### config.mk
export PLATFORM = sky130hd
export DESIGN_NAME = rvvi_ack_parser
export DESIGN_NICKNAME = d
export VERILOG_FILES = /design/src/rtl/rvvi_pkg.sv /design/src/rtl/rvvi_satcounter.sv /design/src/rtl/rvvi_ack_parser.sv
export SDC_FILE = /design/constraint.sdc
export NUM_CORES = 1
export LEC_CHECK = 0
export BUFFER_PORTS_ARGS = -buffer_cell sky130_fd_sc_hd__buf_2
export CAP_MARGIN = 25
export CORE_MARGIN = 2
export CORE_UTILIZATION = 50
export CTS_CLUSTER_SIZE = 14
export DETAILED_ROUTE_END_ITERATION = 12
export GPL_ROUTABILITY_DRIVEN = 0
export PLACE_DENSITY = 0.8
export SLEW_MARGIN = 25
export SYNTH_ARGS = -nofsm -noshare
export SYNTH_HDL_FRONTEND = slang
export SYNTH_HIERARCHICAL = 1
export SYNTH_SLANG_ARGS = --single-unit
### constraint.sdc
create_clock -name clk -period 2.51 [get_ports clk]
set_input_delay 0.251 -clock clk [delete_from_list [all_inputs] [get_ports clk]]
set_output_delay 0.251 -clock clk [all_outputs]
set_load 0.01 [all_outputs]
### src/rtl/rvvi_pkg.sv
// Shared RVVI link definitions: ACK frame layout, parser states and header byte helpers.
package rvvi_pkg;

  localparam logic [15:0] ETHERTYPE_DFLT = 16'h88B5;

  localparam logic [4:0] ACK_SRC_OFS  = 5'd6;
  localparam logic [4:0] ACK_TYPE_OFS = 5'd12;
  localparam logic [4:0] ACK_DLY_OFS  = 5'd14;
  localparam logic [4:0] ACK_RET_OFS  = 5'd18;
  localparam logic [4:0] ACK_END      = 5'd26;
  localparam logic [4:0] ACK_HDR_LAST = 5'd13;
  localparam logic [4:0] ACK_PAY_LAST = 5'd25;

  typedef enum logic [1:0] {
    S_HDR  = 2'd0,
    S_PAY  = 2'd1,
    S_PAD  = 2'd2,
    S_DROP = 2'd3
  } ackparsestate_t;

  // Expected header byte at a given frame offset (source MAC slots return 0 and are masked off).
  function automatic logic [7:0] hdr_byte(input logic [47:0] mac, input logic [15:0] etype,
                                          input logic [4:0] idx);
    logic [7:0] b;
    b = 8'h00;
    case (idx)
      5'd0:    b = mac[47:40];
      5'd1:    b = mac[39:32];
      5'd2:    b = mac[31:24];
      5'd3:    b = mac[23:16];
      5'd4:    b = mac[15:8];
      5'd5:    b = mac[7:0];
      5'd12:   b = etype[15:8];
      5'd13:   b = etype[7:0];
      default: b = 8'h00;
    endcase
    return b;
  endfunction

  function automatic logic hdr_care(input logic [4:0] idx);
    return (idx < ACK_SRC_OFS) || (idx >= ACK_TYPE_OFS);
  endfunction

endpackage

### src/rtl/rvvi_satcounter.sv
// Saturating event counter used for the ACK parser statistics.
module rvvi_satcounter #(
  parameter int CNTWIDTH = 16
) (
  input  logic                clk,
  input  logic                resetn,
  input  logic                en,
  output logic [CNTWIDTH-1:0] count
);

  localparam logic [CNTWIDTH-1:0] ONE = {{(CNTWIDTH-1){1'b0}}, 1'b1};

  logic [CNTWIDTH-1:0] count_r;

  // Count enabled events, sticking at all-ones.
  always_ff @(posedge clk) begin
    if (!resetn) begin
      count_r <= '0;
    end else if (en && (count_r != '1)) begin
      count_r <= count_r + ONE;
    end else begin
      count_r <= count_r;
    end
  end

  assign count = count_r;

endmodule

### src/rtl/rvvi_ack_parser.sv
// RVVI host ACK frame parser: filters MAC RX frames for this core and emits the
// {InstrPackDelay, Minstret} record as a one-cycle write into the active list.
module rvvi_ack_parser
  import rvvi_pkg::*;
#(
  parameter logic [15:0] ETHERTYPE = ETHERTYPE_DFLT,
  parameter int          ACKWIDTH  = 96,
  parameter int          CNTWIDTH  = 16
) (
  input  logic                clk,
  input  logic                resetn,
  input  logic [47:0]         LocalMac,
  input  logic [7:0]          RxTData,
  input  logic                RxTValid,
  input  logic                RxTLast,
  input  logic                RxTUser,
  output logic                RxTReady,
  output logic                AckValid,
  output logic [ACKWIDTH-1:0] AckData,
  output logic [CNTWIDTH-1:0] AckCount,
  output logic [CNTWIDTH-1:0] DropCount
);

  ackparsestate_t state_r, state_s;
  logic [4:0]     byte_cnt_r, byte_cnt_s;
  logic [31:0]    dly_r, dly_s;
  logic [63:0]    ret_r, ret_s;
  logic           beat_s, hdr_bad_s, accept_s, drop_s;

  assign RxTReady  = 1'b1;
  assign beat_s    = RxTValid & RxTReady;
  assign hdr_bad_s = hdr_care(byte_cnt_r) && (RxTData != hdr_byte(LocalMac, ETHERTYPE, byte_cnt_r));

  // Next-state, byte index and payload staging; accept/drop decided on the tlast beat.
  always_comb begin
    state_s    = state_r;
    byte_cnt_s = byte_cnt_r;
    dly_s      = dly_r;
    ret_s      = ret_r;
    accept_s   = 1'b0;
    drop_s     = 1'b0;
    if (beat_s) begin
      if (RxTLast) begin
        byte_cnt_s = 5'd0;
      end else if (byte_cnt_r == ACK_END) begin
        byte_cnt_s = byte_cnt_r;
      end else begin
        byte_cnt_s = byte_cnt_r + 5'd1;
      end
      case (state_r)
        S_HDR: begin
          if (RxTLast) begin
            drop_s  = 1'b1;
            state_s = S_HDR;
          end else if (hdr_bad_s) begin
            state_s = S_DROP;
          end else if (byte_cnt_r == ACK_HDR_LAST) begin
            state_s = S_PAY;
          end else begin
            state_s = S_HDR;
          end
        end
        S_PAY: begin
          if (byte_cnt_r < ACK_RET_OFS) begin
            dly_s = {dly_r[23:0], RxTData};
          end else begin
            ret_s = {ret_r[55:0], RxTData};
          end
          // A record is only complete once byte 25 has landed in the staging registers.
          if (byte_cnt_r == ACK_PAY_LAST) begin
            if (RxTLast) begin
              accept_s = ~RxTUser;
              drop_s   = RxTUser;
              state_s  = S_HDR;
            end else begin
              state_s = S_PAD;
            end
          end else if (RxTLast) begin
            drop_s  = 1'b1;
            state_s = S_HDR;
          end else begin
            state_s = S_PAY;
          end
        end
        S_PAD: begin
          if (RxTLast) begin
            accept_s = ~RxTUser;
            drop_s   = RxTUser;
            state_s  = S_HDR;
          end else begin
            state_s = S_PAD;
          end
        end
        S_DROP: begin
          if (RxTLast) begin
            drop_s  = 1'b1;
            state_s = S_HDR;
          end else begin
            state_s = S_DROP;
          end
        end
        default: begin
          state_s = S_HDR;
        end
      endcase
    end else begin
      state_s = state_r;
    end
  end

  // Parser state and registered ACK write port.
  always_ff @(posedge clk) begin
    if (!resetn) begin
      state_r    <= S_HDR;
      byte_cnt_r <= 5'd0;
      dly_r      <= 32'd0;
      ret_r      <= 64'd0;
      AckValid   <= 1'b0;
      AckData    <= '0;
    end else begin
      state_r    <= state_s;
      byte_cnt_r <= byte_cnt_s;
      dly_r      <= dly_s;
      ret_r      <= ret_s;
      AckValid   <= accept_s;
      if (accept_s) begin
        AckData <= {dly_s, ret_s};
      end else begin
        AckData <= AckData;
      end
    end
  end

  rvvi_satcounter #(.CNTWIDTH(CNTWIDTH)) u_ack_cnt (
    .clk    (clk),
    .resetn (resetn),
    .en     (accept_s),
    .count  (AckCount)
  );

  rvvi_satcounter #(.CNTWIDTH(CNTWIDTH)) u_drop_cnt (
    .clk    (clk),
    .resetn (resetn),
    .en     (drop_s),
    .count  (DropCount)
  );

endmodule

==> out/qor.yml, run 1 <==
timing:
  holdWs_ns: 0.05234
  min_period_ns: 2.257
  skew_ns: 0.01516
  setup_tns_ns: 0
  drv_slew: 0
  max_freq_mhz: 443.0
  relSlewSlack: 0.6489
  finalSetupViolations: 0
  finalHoldViolCount: 0
  rsz0062_at_grt: "false"
  fin_crit_sh: 0.8993
  tightest_slew_ns: 0.5199
hold_path:
  min_path_type: "input pin to flip-flop"
  min_from: "RxTValid"
cts:
  clkSinkCount: 232
  clk_path_buf_depth: 3
  hold_buffers: 0
  htree_num_levels: 1
  cts_tree: "yes"
  numCtsBuffers: 25
  cts.clk_slew.worst_paths_ns: 0.06
  cts_setup_buffers: 0
  cts_root_buffer: "clkbuf_16"
  cts_resized: 0
  clock_latency_ns: 0.52
pwr:
  netSwitchingPower_w: 0.001653
  cell_internal_pwr_w: 0.006256
  p_leak_nw: 5.766
  p_sw_frac: 0.2090
  seqPwrFrac: 0.470
  power_density_mw_per_mm2: 660.5
  peakVddDrop_mv: 0.6037
  pwr-share-comb: 0.042
  clockPowerShare: 0.488
floorplan:
  die_height_um: 144.0
  die-area_mm2: 0.02073
  num_rows: 51
  fp.dieW_um: 144.0
  start_util: 0.5067
  core_mm2: 0.01933
  num_io_pins: 191
yosys:
  syn_nets: 1051
  synth_seq_cells: 232
  synth_ff_type: "dfxtp_1"
  synth_warnings: 6
  synthArstFlopShare: 0
  synthDistinctLibCells: 54
  synthCells: 979
  synth_edf_count: 0
  synthesis.area_mm2: 0.009797
  synth-seq-area-share: 0.4741
  syn_avg_cell_area_um2: 10.01
worst_setup_path:
  cp.required_ns: 2.96
  critical_path.startpoint: "state_r[1]"
  arrival_ns: 2.70
  reg2reg_slack_ns: 0.25
  crit_path_end_kind: "flip-flop"
  critPathLaunchType: "flip-flop"
  cp_max_fo: 9
  rr_startpoint: "state_r[1]"
  worstSetupPathType: "flip-flop to flip-flop"
global_route:
  grt_usage: 0.2139
  grtUsageMet3: 0.04536
  antenna_found_initial: 0
  grt_max_degree: 97
  grt.busiest_layer: "met2"
  grt_use_met2: 0.3732
  grt_first_pass_wirelength_um: 35930
  grt_overflow: 0
  grt_pass1_vias: 7178
  met1_usage: 0.2720
placed_design:
  io_buffers: 189
  hpwl_um: 16030
job:
  drv_cap: 0
drt:
  drc: 0
  wl_um: 23090
  drt_iter0_markers: 461
  routedWlPerCell_um: 16.08
  vias_per_cell: 5.423
  dr.pass1.iters: 4
  vias: 7787
  ant_nets: 0
status:
  outcome: "finished, final reports clean"
final_layout:
  drive_gt1_frac: 0.2374
  synthToLayoutAreaGrowth_pct: 22.23
  fin_nets: 1226
  diodes: 0
## layout make-up
type	count	area, µm²
fill	1627	7360
tap	265	331.6
clock inverter	12	168.9
multi-input combinational	666	4803
timing repair buffer	215	1260
clock buffer	32	711.9
inverter	14	52.55
sequential	232	4647
## stage by stage
step	util	std cells	instance area (µm²)	worst slack (ns)	power, W
global route	0.6194	1436	11980	0.04493	0.008189
CTS	0.6188	1436	11960	0.05561	0.008008
global placement	0.5732	1392	11080	0.1901	0.004123
floorplan	-	979	9801	0.03492	0.004003
finish	0.6194	1436	11980	0.2526	0.007909
detailed placement	0.5732	1392	11080	0.1032	0.004129
## registers in the layout, indices dropped and copies added (netlist names)
name	flops
AckData	96
AckValid	1
byte_cnt_r	5
dly_r	32
ret_r	64
state_r	2
u_ack_cnt/count	16
u_drop_cnt/count	16
## cells in the mapped netlist (all sizes together), types with 13 or more instances
cell type | count | area (µm²)
nor2 | 28 | 107.6
clkbuf | 32 | 120.1
nor2b | 100 | 625.6
o21ai | 16 | 80.08
buf | 35 | 197.7
mux2i | 111 | 1111
o211a | 98 | 980.9
nand3 | 13 | 65.06
nand2 | 128 | 480.5
inv | 14 | 52.55
a21oi | 23 | 115.1
dfxtp | 232 | 4644
## worst max-delay path: stages, from the launching register on
cell and delay, ns:
dfxtp_1 0.34, inv_1 0.13, ha_1 0.22, a31oi_1 0.15, nor4b_4 0.32, buf_12 0.18
and4_1 0.26, o41ai_1 0.13, or3_1 0.33, a21oi_1 0.14
## kinds of logic (layout without fill, tap and decap cells)
| family | Yosys count | in the layout | synth area share |
|---|---|---|---|
| other cells | 1 | 1 | 0.0003828 |
| buf+inv | 81 | 273 | 0.03780 |
| fa+ha+maj | 11 | 11 | 0.01405 |
| simple gates | 346 | 346 | 0.1922 |
| mux | 112 | 112 | 0.1146 |
| compound gates | 192 | 192 | 0.1633 |
| flops | 232 | 232 | 0.4741 |
| xor+xnor | 4 | 4 | 0.003577 |
## final timing paths
| kind | end | cells past startpoint |
|---|---|---|
| setup / recovery | u_ack_cnt/count[6] | 9 |
| hold / removal | state_r[1] | 2 |
| setup reg to reg | u_ack_cnt/count[6] | 9 |
| hold reg to reg | AckData[61] | 1 |
## power by group through the flow
| stage | Clock, W | Combinational [W] | Sequential, W |
|---|---|---|---|
| detailed placement | 0 | 0.000329 | 0.00380 |
| global route | 0.00411 | 0.000360 | 0.00372 |
| global placement | 0 | 0.000324 | 0.00380 |
| floorplan | 0 | 0.000198 | 0.00381 |
| finish | 0.00386 | 0.000331 | 0.00372 |
| CTS | 0.00396 | 0.000329 | 0.00372 |
## layer usage
| metal | wire, µm | vias up | part of all wire |
|---|---|---|---|
| met3 | 1559 | 28 | 0.068 |
| met4 | 295 | 0 | 0.013 |
| li1 | - | 3844 | - |
| met2 | 11280 | 227 | 0.49 |
| met1 | 9953 | 3688 | 0.43 |
| met5 | 0 | - | 0 |
## placed cells by master (no fill, tap or decap), types with 4 or more instances in the layout
cell type / n
o21ai_0: 16
a31oi_1: 4
a222oi_1: 7
nor2b_1: 99
or3_1: 6
nor3_1: 9
buf_2: 188
bufinv_16: 4
nand2b_1: 7
nor4_1: 8
nand3_1: 13
or4_1: 10
dfxtp_1: 230
o211ai_1: 4
ha_1: 9
nor2_1: 27
inv_1: 14
o31ai_1: 11
a21oi_1: 23
o21a_1: 5
and4_1: 6
buf_4: 17
buf_12: 9
clkbuf_8: 6
o22ai_1: 9
nand4_1: 7
clkinv_2: 5
o211a_1: 98
nand2_1: 127
clkbuf_16: 25
mux2i_1: 111
(Power assumes the default switching activity.)
==> inputs of run 2 (changes only) <==
- CORE_UTILIZATION: 50 -> 45
- PLACE_DENSITY: 0.8 -> 0.74
==> out/qor.yml, run 2 (synthesized netlist as in run 1, its figures left out) <==
pwr:
  finalPower_w: 0.007784  # -1.6%
  p_leak_nw: 5.732  # -0.59%
  power_density_mw_per_mm2: 653.9  # -1.0%
  peakVddDrop_mv: 0.4902  # -19%
final_layout:
  ff_latch_area_mm2: 0.004647  # unchanged
  synthToLayoutAreaGrowth_pct: 21.51
  multi_input_area_mm2: 0.004795  # -0.18%
  fin_nets: 1223  # -0.24%
  diodes: 0  # unchanged
  largest_register_ff_count: 96  # unchanged
  drive_gt1_frac: 0.2299  # -0.007489
  biggestRegsByFlops: "AckData x96, ret_r x64, dly_r x32"
  final_common_cell: "dfxtp_1"
  layout_common_cells: "230 x dfxtp_1, 188 x buf_2, 128 x nand2_1"
  top_register: "AckData"
  fillerInstances: 1903  # +17%
cts:
  cts_root_buffer: "clkbuf_16"
  clkSinkCount: 232  # unchanged
  cts_tree: "yes"
  clock_latency_ns: 0.52  # about the same
  clk_path_buf_depth: 3  # unchanged
  htree_num_levels: 1  # unchanged
  cts.clk_slew.worst_paths_ns: 0.06  # about the same
  numCtsBuffers: 25  # unchanged
timing:
  finalSetupViolations: 0  # unchanged
  min_period_ns: 2.347  # +0.08980 ns
  fin_crit_sh: 0.9351  # +0.03578
  relSlewSlack: 0.5572  # -0.09172
  max_freq_mhz: 426.0  # -3.8%
  skew_ns: 0.01586  # +0.0007075 ns
  holdWs_ns: 0.06516  # +0.01282 ns
  drv_slew: 0  # unchanged
  tightest_slew_ns: 0.6588  # +0.1389 ns
  rsz0062_at_grt: "false"
  finalHoldViolCount: 0  # unchanged
  setup_tns_ns: 0  # unchanged
drt:
  drt_iter0_markers: 456  # -1.1%
  vias: 7778  # -0.12%
  drc: 0  # unchanged
  met1_length_um: 10510  # +5.6%
  routedWlPerCell_um: 16.25  # +1.1%
  dr_wl_met3_um: 1825  # +17%
  dr_wl_met2_um: 10760  # -4.7%
  ant_nets: 0  # unchanged
  wl_um: 23490  # +1.7%
  top_layer_used: "met4"
  vias_per_cell: 5.383  # -0.74%
  dr.pass1.iters: 5  # +1
global_route:
  grt_overflow: 0  # unchanged
  grt_max_degree: 80  # -18%
  grt_usage: 0.1956  # -0.01822
  grt_pass1_vias: 7210  # +0.45%
  antenna_found_initial: 0  # unchanged
  grt_first_pass_wirelength_um: 36480  # +1.5%
job:
  drv_cap: 0  # unchanged
worst_setup_path:
  crit_top_cell: "buf_4"
  critPathLaunchType: "flip-flop"
  cpMaxStageDelayCell: "or4_1"
  crit_chain: "buf_4 > and3b_1 > a31oi_1 > nor4b_4 > buf_4 > nand2_1 > or4_1 > a21oi_1"
  worstSetupPathType: "flip-flop to flip-flop"
  crit_path_end_kind: "flip-flop"
  cp.required_ns: 2.94  # -0.02 ns
  crit_family: "simple AND/OR/NAND/NOR gates"
  arrival_ns: 2.78  # +0.08 ns
  max_stage_delay_ns: 0.52  # +0.18 ns
  path_buf_inv: 2  # unchanged
  cp_max_fo: 12  # +3
floorplan:
  num_io_pins: 191  # unchanged
  die-area_mm2: 0.02297  # +11%
  fp.dieW_um: 151.6  # +5.3%
  num_rows: 53  # +3.9%
  core_mm2: 0.02122  # +9.8%
  die_height_um: 151.6  # +5.3%
  start_util: 0.4617  # -0.04502
status:
  outcome: "finished, final reports clean"
placed_design:
  io_buffers: 189  # unchanged
  hpwl_um: 16350  # +2.0%
hold_path:
  min_path_type: "input pin to flip-flop"
-- run 2: layout make-up --
class / count / share of cell area
inverter: 14 / 0.004415
clock inverter: 9 / 0.009460
tap: 275 / 0.02890
multi-input combinational: 666 / 0.4028
timing repair buffer: 212 / 0.1018
clock buffer: 37 / 0.06222
sequential: 232 / 0.3904
-- run 2: final timing paths --
path | slack [ns] | cells past startpoint | startpoint | end
worst min register to register | 0.49 | 1 | AckData[75] | AckData[75]
worst min-delay path | 0.07 | 2 | RxTValid | state_r[1]
worst max register to register | 0.16 | 8 | byte_cnt_r[3] | u_ack_cnt/count[9]
worst max-delay path | 0.16 | 8 | byte_cnt_r[3] | u_ack_cnt/count[9]
-- run 2: timing repair --
action | in CTS | in global routing
setup endpoints to repair | 0 | 5
hold buffers | 0 | 0
setup buffers | 0 | 0
gates resized for setup | 0 | 2
-- run 2: report_power, final --
group | switching [W] | total, W | internal [W] | leakage, nW
clock network | 0.00147 | 0.00373 | 0.00226 | 0.420
logic | 0.000187 | 0.000335 | 0.000148 | 3.44
registers | 0.0000162 | 0.00372 | 0.00370 | 1.87
-- run 2: layer usage --
layer / vias up / GRT usage
li1: 3843 / -
met1: 3651 / 0.2544
met2: 253 / 0.3312
met3: 31 / 0.04581
met4: 0 / 0.04444
met5: - / 0
-- run 2: through the flow --
stage          cell area [µm²]  worst slack [ns]    util  cells
6_report                 11900            0.1628  0.5610   1445
3_3_place_gp             11050            0.2584  0.5206   1399
3_5_place_dp             11050            0.1830  0.5206   1399
4_1_cts                  11900            0.1660  0.5608   1445
5_1_grt                  11900           0.01208  0.5610   1445
2_1_floorplan             9801           0.03492       -    979
